### src/rtl/lc3_pkg.sv
`default_nettype none
// ============================================================================
// Module      : lc3_pkg
// Description : Shared types and IO address map for the LC-3 memory controller.
// Revision    : 1.0
// ============================================================================
package lc3_pkg;

    typedef logic [15:0] word_t;

    localparam word_t c_kbsr_addr = 16'hFE00;
    localparam word_t c_kbdr_addr = 16'hFE02;
    localparam word_t c_dsr_addr  = 16'hFE04;
    localparam word_t c_ddr_addr  = 16'hFE06;

    typedef enum logic [1:0] {
        ST_IDLE = 2'd0,
        ST_MEM  = 2'd1,
        ST_DONE = 2'd2
    } state_t;

    typedef enum logic [1:0] {
        IO_KBSR = 2'd0,
        IO_KBDR = 2'd1,
        IO_DSR  = 2'd2,
        IO_DDR  = 2'd3
    } io_reg_t;

endpackage
`default_nettype wire

### src/rtl/lc3_io_regs.sv
`default_nettype none
// ============================================================================
// Module      : lc3_io_regs
// Description : Memory-mapped keyboard/display registers (KBSR/KBDR/DSR/DDR).
// Revision    : 1.0
// ============================================================================
module lc3_io_regs
    import lc3_pkg::*;
(
    input  logic        clk,
    input  logic        rst_n,
    input  logic        i_acc,
    input  logic        i_wr,
    input  io_reg_t     i_sel,
    input  word_t       i_wdata,
    output word_t       o_rdata,
    input  logic [7:0]  i_kb_data,
    input  logic        i_kb_strobe,
    output logic [7:0]  o_disp_data,
    output logic        o_disp_valid,
    input  logic        i_disp_ack
);

    logic       r_kb_rdy;
    logic       r_ie;
    logic [7:0] r_kbdr;
    logic       r_dsr_rdy;
    word_t      r_ddr;
    logic       r_disp_valid;

    logic       w_kbdr_rd;
    logic       w_kbsr_wr;
    logic       w_ddr_wr;

    always_comb begin
        w_kbdr_rd = i_acc && !i_wr && (i_sel == IO_KBDR);
        w_kbsr_wr = i_acc &&  i_wr && (i_sel == IO_KBSR);
        w_ddr_wr  = i_acc &&  i_wr && (i_sel == IO_DDR);
    end

    always_comb begin
        o_rdata = '0;
        case (i_sel)
            IO_KBSR: o_rdata = {r_kb_rdy, r_ie, 14'b0};
            IO_KBDR: o_rdata = {8'b0, r_kbdr};
            IO_DSR:  o_rdata = {r_dsr_rdy, 15'b0};
            IO_DDR:  o_rdata = r_ddr;
            default: o_rdata = '0;
        endcase
    end

    always_ff @(posedge clk or negedge rst_n) begin
        if (!rst_n) begin
            r_kb_rdy     <= 1'b0;
            r_ie         <= 1'b0;
            r_kbdr       <= '0;
            r_dsr_rdy    <= 1'b1;
            r_ddr        <= '0;
            r_disp_valid <= 1'b0;
        end else begin
            // A new keystroke beats a simultaneous KBDR read.
            if (i_kb_strobe) begin
                r_kbdr   <= i_kb_data;
                r_kb_rdy <= 1'b1;
            end else if (w_kbdr_rd) begin
                r_kb_rdy <= 1'b0;
            end

            if (w_kbsr_wr) begin
                r_ie <= i_wdata[14];
            end

            if (w_ddr_wr) begin
                r_ddr        <= i_wdata;
                r_dsr_rdy    <= 1'b0;
                r_disp_valid <= 1'b1;
            end else if (i_disp_ack && r_disp_valid) begin
                r_disp_valid <= 1'b0;
                r_dsr_rdy    <= 1'b1;
            end
        end
    end

    assign o_disp_data  = r_ddr[7:0];
    assign o_disp_valid = r_disp_valid;

endmodule
`default_nettype wire

### src/rtl/lc3_mem_ctrl.sv
`default_nettype none
// ============================================================================
// Module      : lc3_mem_ctrl
// Description : LC-3 MAR/MDR owner, IO decode and RAM handshake sequencer.
// Revision    : 1.0
// ============================================================================
module lc3_mem_ctrl
    import lc3_pkg::*;
#(
    parameter int    WAIT_MAX  = 15,
    parameter word_t KBSR_ADDR = c_kbsr_addr,
    parameter word_t KBDR_ADDR = c_kbdr_addr,
    parameter word_t DSR_ADDR  = c_dsr_addr,
    parameter word_t DDR_ADDR  = c_ddr_addr
) (
    input  logic        clk,
    input  logic        rst_n,
    input  logic [15:0] i_bus,
    input  logic        i_ld_mar,
    input  logic        i_ld_mdr,
    input  logic        i_mio_en,
    input  logic        i_r_w,
    output logic [15:0] o_mdr,
    output logic        o_rdy,
    output logic        o_bus_err,
    output logic        o_mem_en,
    output logic        o_mem_rw,
    output logic [15:0] o_mem_a,
    output logic [15:0] o_mem_din,
    input  logic [15:0] i_mem_dout,
    input  logic        i_mem_r,
    input  logic [7:0]  i_kb_data,
    input  logic        i_kb_strobe,
    output logic [7:0]  o_disp_data,
    output logic        o_disp_valid,
    input  logic        i_disp_ack
);

    localparam int                 CNT_W      = $clog2(WAIT_MAX + 1);
    localparam logic [CNT_W-1:0]   C_WAIT_MAX = CNT_W'(WAIT_MAX);

    state_t             r_state;
    state_t             w_state_nxt;
    word_t              r_mar;
    word_t              r_mdr;
    logic               r_rdy;
    logic               r_bus_err;
    logic               r_mem_en;
    logic               r_mem_rw;
    logic               r_wr;
    logic [CNT_W-1:0]   r_cnt;

    logic               w_is_io;
    io_reg_t            w_io_sel;
    word_t              w_io_rdata;
    logic               w_io_acc;
    logic               w_mem_req;
    logic               w_mem_done;
    logic               w_timeout;

    always_comb begin
        w_is_io  = 1'b1;
        w_io_sel = IO_KBSR;
        if (r_mar == KBSR_ADDR) begin
            w_io_sel = IO_KBSR;
        end else if (r_mar == KBDR_ADDR) begin
            w_io_sel = IO_KBDR;
        end else if (r_mar == DSR_ADDR) begin
            w_io_sel = IO_DSR;
        end else if (r_mar == DDR_ADDR) begin
            w_io_sel = IO_DDR;
        end else begin
            w_is_io = 1'b0;
        end
    end

    always_comb begin
        w_state_nxt = r_state;
        w_io_acc    = 1'b0;
        w_mem_req   = 1'b0;
        w_mem_done  = 1'b0;
        w_timeout   = 1'b0;
        case (r_state)
            ST_IDLE: begin
                if (i_mio_en) begin
                    if (w_is_io) begin
                        w_io_acc    = 1'b1;
                        w_state_nxt = ST_DONE;
                    end else begin
                        w_mem_req   = 1'b1;
                        w_state_nxt = ST_MEM;
                    end
                end
            end
            ST_MEM: begin
                if (i_mem_r) begin
                    w_mem_done  = 1'b1;
                    w_state_nxt = ST_DONE;
                end else if (r_cnt == C_WAIT_MAX) begin
                    w_timeout   = 1'b1;
                    w_state_nxt = ST_DONE;
                end
            end
            // Hold here until control drops mio_en so one request yields one access.
            ST_DONE: begin
                if (!i_mio_en) begin
                    w_state_nxt = ST_IDLE;
                end
            end
            default: w_state_nxt = ST_IDLE;
        endcase
    end

    always_ff @(posedge clk or negedge rst_n) begin
        if (!rst_n) begin
            r_state   <= ST_IDLE;
            r_mar     <= '0;
            r_mdr     <= '0;
            r_rdy     <= 1'b0;
            r_bus_err <= 1'b0;
            r_mem_en  <= 1'b0;
            r_mem_rw  <= 1'b0;
            r_wr      <= 1'b0;
            r_cnt     <= '0;
        end else begin
            r_state  <= w_state_nxt;
            r_rdy    <= w_io_acc || w_mem_done || w_timeout;
            r_mem_en <= w_mem_req;
            r_mem_rw <= w_mem_req && i_r_w;

            if (w_mem_req) begin
                r_cnt <= '0;
                r_wr  <= i_r_w;
            end else if (r_state == ST_MEM) begin
                r_cnt <= r_cnt + CNT_W'(1);
            end

            if (w_timeout) begin
                r_bus_err <= 1'b1;
            end

            if (i_ld_mar) begin
                r_mar <= i_bus;
            end

            if (i_ld_mdr && !i_mio_en) begin
                r_mdr <= i_bus;
            end else if (w_io_acc && !i_r_w) begin
                r_mdr <= w_io_rdata;
            end else if (w_mem_done && !r_wr) begin
                r_mdr <= i_mem_dout;
            end
        end
    end

    lc3_io_regs u_io_regs (
        .clk          (clk),
        .rst_n        (rst_n),
        .i_acc        (w_io_acc),
        .i_wr         (i_r_w),
        .i_sel        (w_io_sel),
        .i_wdata      (r_mdr),
        .o_rdata      (w_io_rdata),
        .i_kb_data    (i_kb_data),
        .i_kb_strobe  (i_kb_strobe),
        .o_disp_data  (o_disp_data),
        .o_disp_valid (o_disp_valid),
        .i_disp_ack   (i_disp_ack)
    );

    assign o_mdr     = r_mdr;
    assign o_rdy     = r_rdy;
    assign o_bus_err = r_bus_err;
    assign o_mem_en  = r_mem_en;
    assign o_mem_rw  = r_mem_rw;
    assign o_mem_a   = r_mar;
    assign o_mem_din = r_mdr;

endmodule
`default_nettype wire

### config.mk
export PLATFORM = sky130hd
export DESIGN_NAME = lc3_mem_ctrl
export DESIGN_NICKNAME = d
export VERILOG_FILES = /design/src/rtl/lc3_pkg.sv /design/src/rtl/lc3_io_regs.sv /design/src/rtl/lc3_mem_ctrl.sv
export SDC_FILE = /design/constraint.sdc
export NUM_CORES = 1
export LEC_CHECK = 0
export ABC_AREA = 1
export BUFFER_PORTS_ARGS = -buffer_cell sky130_fd_sc_hd__buf_2
export CAP_MARGIN = 25
export CELL_PAD_IN_SITES_DETAIL_PLACEMENT = 0
export CELL_PAD_IN_SITES_GLOBAL_PLACEMENT = 1
export CORE_MARGIN = 5
export CORE_UTILIZATION = 35
export DETAILED_ROUTE_END_ITERATION = 7
export GPL_ROUTABILITY_DRIVEN = 0
export GPL_TIMING_DRIVEN = 0
export PLACE_DENSITY = 0.81
export SYNTH_ARGS = -nofsm -noshare
export SYNTH_HDL_FRONTEND = slang
export SYNTH_SLANG_ARGS = --single-unit
### constraint.sdc
create_clock -name clk -period 1.85 [get_ports clk]
set_clock_uncertainty 0.2 [all_clocks]
set_input_delay 0 -clock clk [delete_from_list [all_inputs] [get_ports clk]]
set_output_delay 0 -clock clk [all_outputs]
set_load 0.02 [all_outputs]
=== Word-level counts from Yosys, hierarchy flattened ===
Index checks and enable logic that the tools add are counted.

* Register bits: 71
* Bits in latches: 0
* Logic and storage cells: 87
* ROM bits: 0
* RAM bits: 0
* Memories: 0

* Muxes and demuxes: 37
* Shift-type cells: 0
* Reduce and logical (&&, ||, !) cells: 21
* Add/sub/neg operators: 1
* Bitwise logic cells: 0
* Divide/modulo/power cells: 0
* $lt $le $gt $ge: 0
* Equal/unequal tests: 13
* Multiply operators: 0

{| class="wikitable"
|+ Operators with widths
! cell !! count
|-
| == test 16 bit (second input constant) || 4
|-
| case mux 16 bit (4 select lines) || 1
|-
| two-way mux 16 bit || 3
|-
| two-way mux 1 bit || 21
|-
| two-way mux 2 bit || 9
|-
| logical AND 1 bit || 9
|-
| two-way mux 4 bit || 2
|-
| == test 2 bit (second input constant) || 3
|-
| case mux 2 bit (3 select lines) || 1
|-
| nonzero test 2 bit || 3
|-
| adder 4 x 1 -> 4 bit (second input constant) || 1
|-
| == test 2 x 1 -> 1 bit (second input constant) || 2
|-
| == test 4 bit (second input constant) || 1
|-
| logical NOT 2 bit || 2
|-
| inequality test 2 bit (second input constant) || 2
|-
| logical NOT 1 bit || 3
|-
| inequality test 3 bit (second input constant) || 1
|-
| AND reduction 3 bit || 1
|-
| nonzero test 3 bit || 1
|-
| logical OR 1 bit || 2
|}

=== Logic depth before layout (Yosys ltp) ===
* Depth after elaboration: 12
* Gate-level depth with buffers: 12

=== Hierarchy ===
From an unflattened synthesis, not the netlist that was laid out.

* Cell total of the unflattened synthesis: 467
* Area total of the unflattened synthesis: 3816.2 um^2

{| class="wikitable"
|+ Modules (own cells, without submodules)
! module !! sequential area each (um^2) !! area each (um^2) !! cells each !! times used
|-
| lc3_mem_ctrl || 1076.0 || 2459.9 || 296 || 1
|-
| lc3_io_regs || 701.9 || 1356.3 || 171 || 1
|}

=== Worst setup path after synthesis ===
Ideal clock, no wire load.

* Path kind: flip-flop to flip-flop
* Start: register r_mar[8] (netlist: o_mem_a[8])
* End: register u_io_regs.r_ddr[13]
* Required time: 1533 ps
* Path buffers: 1
* Setup slack: -51 ps
* Arrival: 1583 ps
* Cell stages (with the launch flop): 12
* Clock period less this slack: 1901 ps
* Cells stage by stage: dfrtp_1 > inv_2 > nand2_1 > nor2_1 > nand2_1 > nor2_4 > nand2_2 > nor2_4 > nand3_4 > buf_6 > nand2_1 > o21ai_2

* Longest elaborated chain between the ends: 10
* Elaborated cells between the ends (all ways): 18
* Those cells by class: eq/ne (5); mux (11); reduce/logical (2)

{| class="wikitable"
|+ Ends and longest elaborated chain
! item !! RTL line !! source
|-
| start: declaration || lc3_mem_ctrl.sv:44 || <nowiki>word_t r_mar;</nowiki>
|-
| start signal: assignment || lc3_mem_ctrl.sv:143 || <nowiki>r_mar <= i_bus;</nowiki>
|-
| == test 16 bit || lc3_mem_ctrl.sv:70 || <nowiki>end else if (r_mar == DDR_ADDR) begin</nowiki>
|-
| two-way mux 1 bit || lc3_mem_ctrl.sv:70 ||
|-
| two-way mux 1 bit || lc3_mem_ctrl.sv:68 || <nowiki>end else if (r_mar == DSR_ADDR) begin</nowiki>
|-
| two-way mux 1 bit || lc3_mem_ctrl.sv:66 || <nowiki>end else if (r_mar == KBDR_ADDR) begin</nowiki>
|-
| two-way mux 1 bit || lc3_mem_ctrl.sv:64 || <nowiki>if (r_mar == KBSR_ADDR) begin</nowiki>
|-
| two-way mux 1 bit || lc3_mem_ctrl.sv:86 || <nowiki>if (w_is_io) begin</nowiki>
|-
| two-way mux 1 bit || lc3_mem_ctrl.sv:85 || <nowiki>if (i_mio_en) begin</nowiki>
|-
| two-way mux 1 bit || lc3_mem_ctrl.sv:83 || <nowiki>case (r_state)</nowiki>
|-
| logical AND 1 bit || lc3_io_regs.sv:38 || <nowiki>w_ddr_wr = i_acc && i_wr && (i_sel == IO_DDR);</nowiki>
|-
| logical AND 1 bit * || lc3_io_regs.sv:38 ||
|-
| end signal: assignment || lc3_io_regs.sv:74 || <nowiki>r_ddr <= i_wdata;</nowiki>
|-
| end: declaration || lc3_io_regs.sv:28 || <nowiki>word_t r_ddr;</nowiki>
|}

Every way passes the cells marked *; elsewhere a longest branch is shown, timed or not.
A chain may end at the register's enable or synchronous reset.

=== Worst setup path after layout ===
* Start: register r_mar[8] (netlist: o_mem_a[8])
* End: register u_io_regs.r_ddr[11]

The elaborated chain is that of the path after synthesis.

==> out/results.tsv <==
metric	value	unit
setup_slack	-133	ps
fin_area	5780	um^2
syn_area	3870	um^2
netlist.top_cell.by_area	dfrtp_1	
leakage	2.87	nW
synthesis.nets	506	
min_path_type	in2reg	
cts_made_buffers	9	
cp-end-kind	flip-flop	
fin_cells	805	
track_usage	0.187	
ff2ff_setup_slack	-130	ps
rsz0062_at_grt	yes	
period_needed	1980	ps
drv_cap	0	
clk_pin_slew	70	ps
final_util	0.533	
dp_slack	-201	ps
slew_violations	0	
dp_hpwl	8.41	mm
holdPathEnd	o_mem_a[5]	
worst_pin_slew	895	ps
ant_nets	0	
initial_core_util	0.357	
wire_per_inst	15.0	um
final_common_cell	buf_2	
drt_iter0_markers	172	
worstHoldPathCells	4	
dp_cells	703	
synth_top_area_frac	0.452	
path_class	reg2reg	
synthCells	456	
drcViolationCount	0	
grt_max_degree	72	
syn_avg_cell_area	8.49	um^2
nets	710	
synth_warnings	0	
htreeDepth	3	
clockBufferDepth	2	
hold_ws	102	ps
finalHoldViolCount	0	
grt_pass1_vias	3880	
port_buffers	107	
io_pins	110	
cts_tree	yes	
synth_area_leaders	dfrtp_1 45%, nand2_1 11%, nand3_1 4.8%, buf_4 4.7%, o21ai_2 4.5%	
seq_area_frac_synth	0.459	
dieArea	13300	um^2
p_sw_frac	0.377	
arrival	2030	ps
worstHoldStart	i_ld_mar	
syn_to_final_growth	49.2	%
p_per_area	942	nW/um^2
num_vias	3759	
drive_gt1_frac	0.429	
ys_ff_latch	71	
core	10800	um^2
comb_power_share	0.391	
r2r_start	o_mem_a[8]	
root_buffer	clkbuf_8	
internal-power	3.39	mW
clkSinkCount	71	
max-slew-margin-rel	0.403	
max_freq	504	MHz
rows	38	
startpoint_type	flip-flop	
clk_latency	360	ps
setup_viol_count_final	35	
pwr-share-seq	0.386	
crit_required	1900	ps
path_max_fanout	10	
violations	negative setup slack	
total_power	5.44	mW
status	finished with violations	
grt_first_pass_wirelength	19.4	mm
clockPowerShare	0.224	
power.switching	2.05	mW
die_w	115	um
placed_area	4610	um^2
fp.dieH	115	um
ir_drop	414	uV
drt-pass1-iter-count	5	
synth_cell_types	38	
antenna_found_initial	0	
grt_overflow	0	
r2r-end	u_io_regs.r_ddr[11]	
rr_worst_depth	11	
routed_via_density	4.67	
finalSetupTns	-2770	ps
layout_common_cells	109 x buf_2, 95 x nand2_1, 60 x dlygate4sd3_1	
drt_wl_total	12.1	mm
diodes	0	
finalCritPeriodShare	1.07	
## critical path, stage by stage (launching register included)
cell     delay (ps)
dfrtp_2         410
inv_2            70
nand2_4          60
nor2_4          110
nand2_2          60
nor2_4          160
nand2_2          90
nor2_4          200
nand3_4         180
buf_8           200
nand2_1          70
o21ai_2          50
## cells in the mapped netlist, drive strengths merged
cell	count
nand2	116
dfrtp	70
o21ai	47
inv	44
nand3	40
nor2	39
buf	37
nand4	12
mux2	8
a21oi	7
clkinv	7
nand3b	7
clkbuf	6
nor3	3
a31o	2
o211ai	2
a21boi	1
a31oi	1
and2	1
dfstp	1
ha	1
o21bai	1
o31ai	1
xnor2	1
xor2	1
## final cells by class
cell class | count | area, um^2
repair buffers | 193 | 1380
clock inverters | 4 | 45.0
flip-flops and latches | 71 | 1790
clock buffers | 12 | 145
plain buffers | 43 | 345
inverters | 51 | 191
well taps | 140 | 175
multi-input cells | 291 | 1700
fillers | 987 | 5060
## power groups by stage
stage / registers (mW) / clock network (mW) / logic (mW)
floorplan: 2.32 / 0 / 1.05
global placement: 2.11 / 0 / 1.87
detailed placement: 2.12 / 0 / 1.89
CTS: 2.10 / 1.23 / 2.13
global route: 2.14 / 1.31 / 2.31
finish: 2.10 / 1.22 / 2.13
## per-layer routing
layer  track usage  part of all wire  routed length, um  vias to the layer above
li1              -                 -                  -                     1856
met1         0.236              0.42               5130                     1762
met2         0.313              0.49               5950                      107
met3        0.0247             0.046                562                       34
met4        0.0962             0.037                442                        0
met5             0                 0                  0                        -
## cell families (layout without fill, tap and decap cells)
family / count (synthesis) / count (layout) / synth area share
AO/OA/AOI/OAI: 62 / 62 / 0.109
XOR/XNOR: 2 / 2 / 0.00453
adder cells (fa/ha/maj): 1 / 1 / 0.00323
buffers and inverters: 94 / 303 / 0.133
flip-flops: 71 / 71 / 0.459
multiplexers: 8 / 8 / 0.0233
AND/OR/NAND/NOR: 218 / 218 / 0.267
## worst max-delay path by stage
stage	from	end
floorplan	o_mem_a[8]	u_io_regs.r_ddr[13]
global placement	o_mem_a[5]	u_io_regs.r_ddr[15]
detailed placement	o_mem_a[6]	u_io_regs.r_ddr[13]
CTS	o_mem_a[6]	u_io_regs.r_ddr[12]
global route	r_state[1]	r_wr
finish	o_mem_a[8]	u_io_regs.r_ddr[11]
## what timing repair did
| action | in CTS | in global routing |
|---|---|---|
| pin swaps | 12 | 9 |
| hold endpoints to repair | 127 | 0 |
| hold buffers | 65 | 0 |
| endpoints found under the setup margin | 36 | 46 |
| cloned | 5 | 0 |
| resized for setup | 21 | 40 |
| buffers inserted | 20 | 2 |
## sequential cells by signal, indices dropped and copies added (netlist names)
signal,cells
o_bus_err,1
u_io_regs.r_ddr,16
u_io_regs.r_kbdr,8
r_cnt,4
u_io_regs.r_kb_rdy,1
o_mem_rw,1
u_io_regs.r_ie,1
r_wr,1
o_mem_a,16
r_state,2
u_io_regs.r_dsr_rdy,1
o_mdr,16
o_rdy,1
u_io_regs.o_disp_valid,1
o_mem_en,1
(Power assumes the default switching activity.)
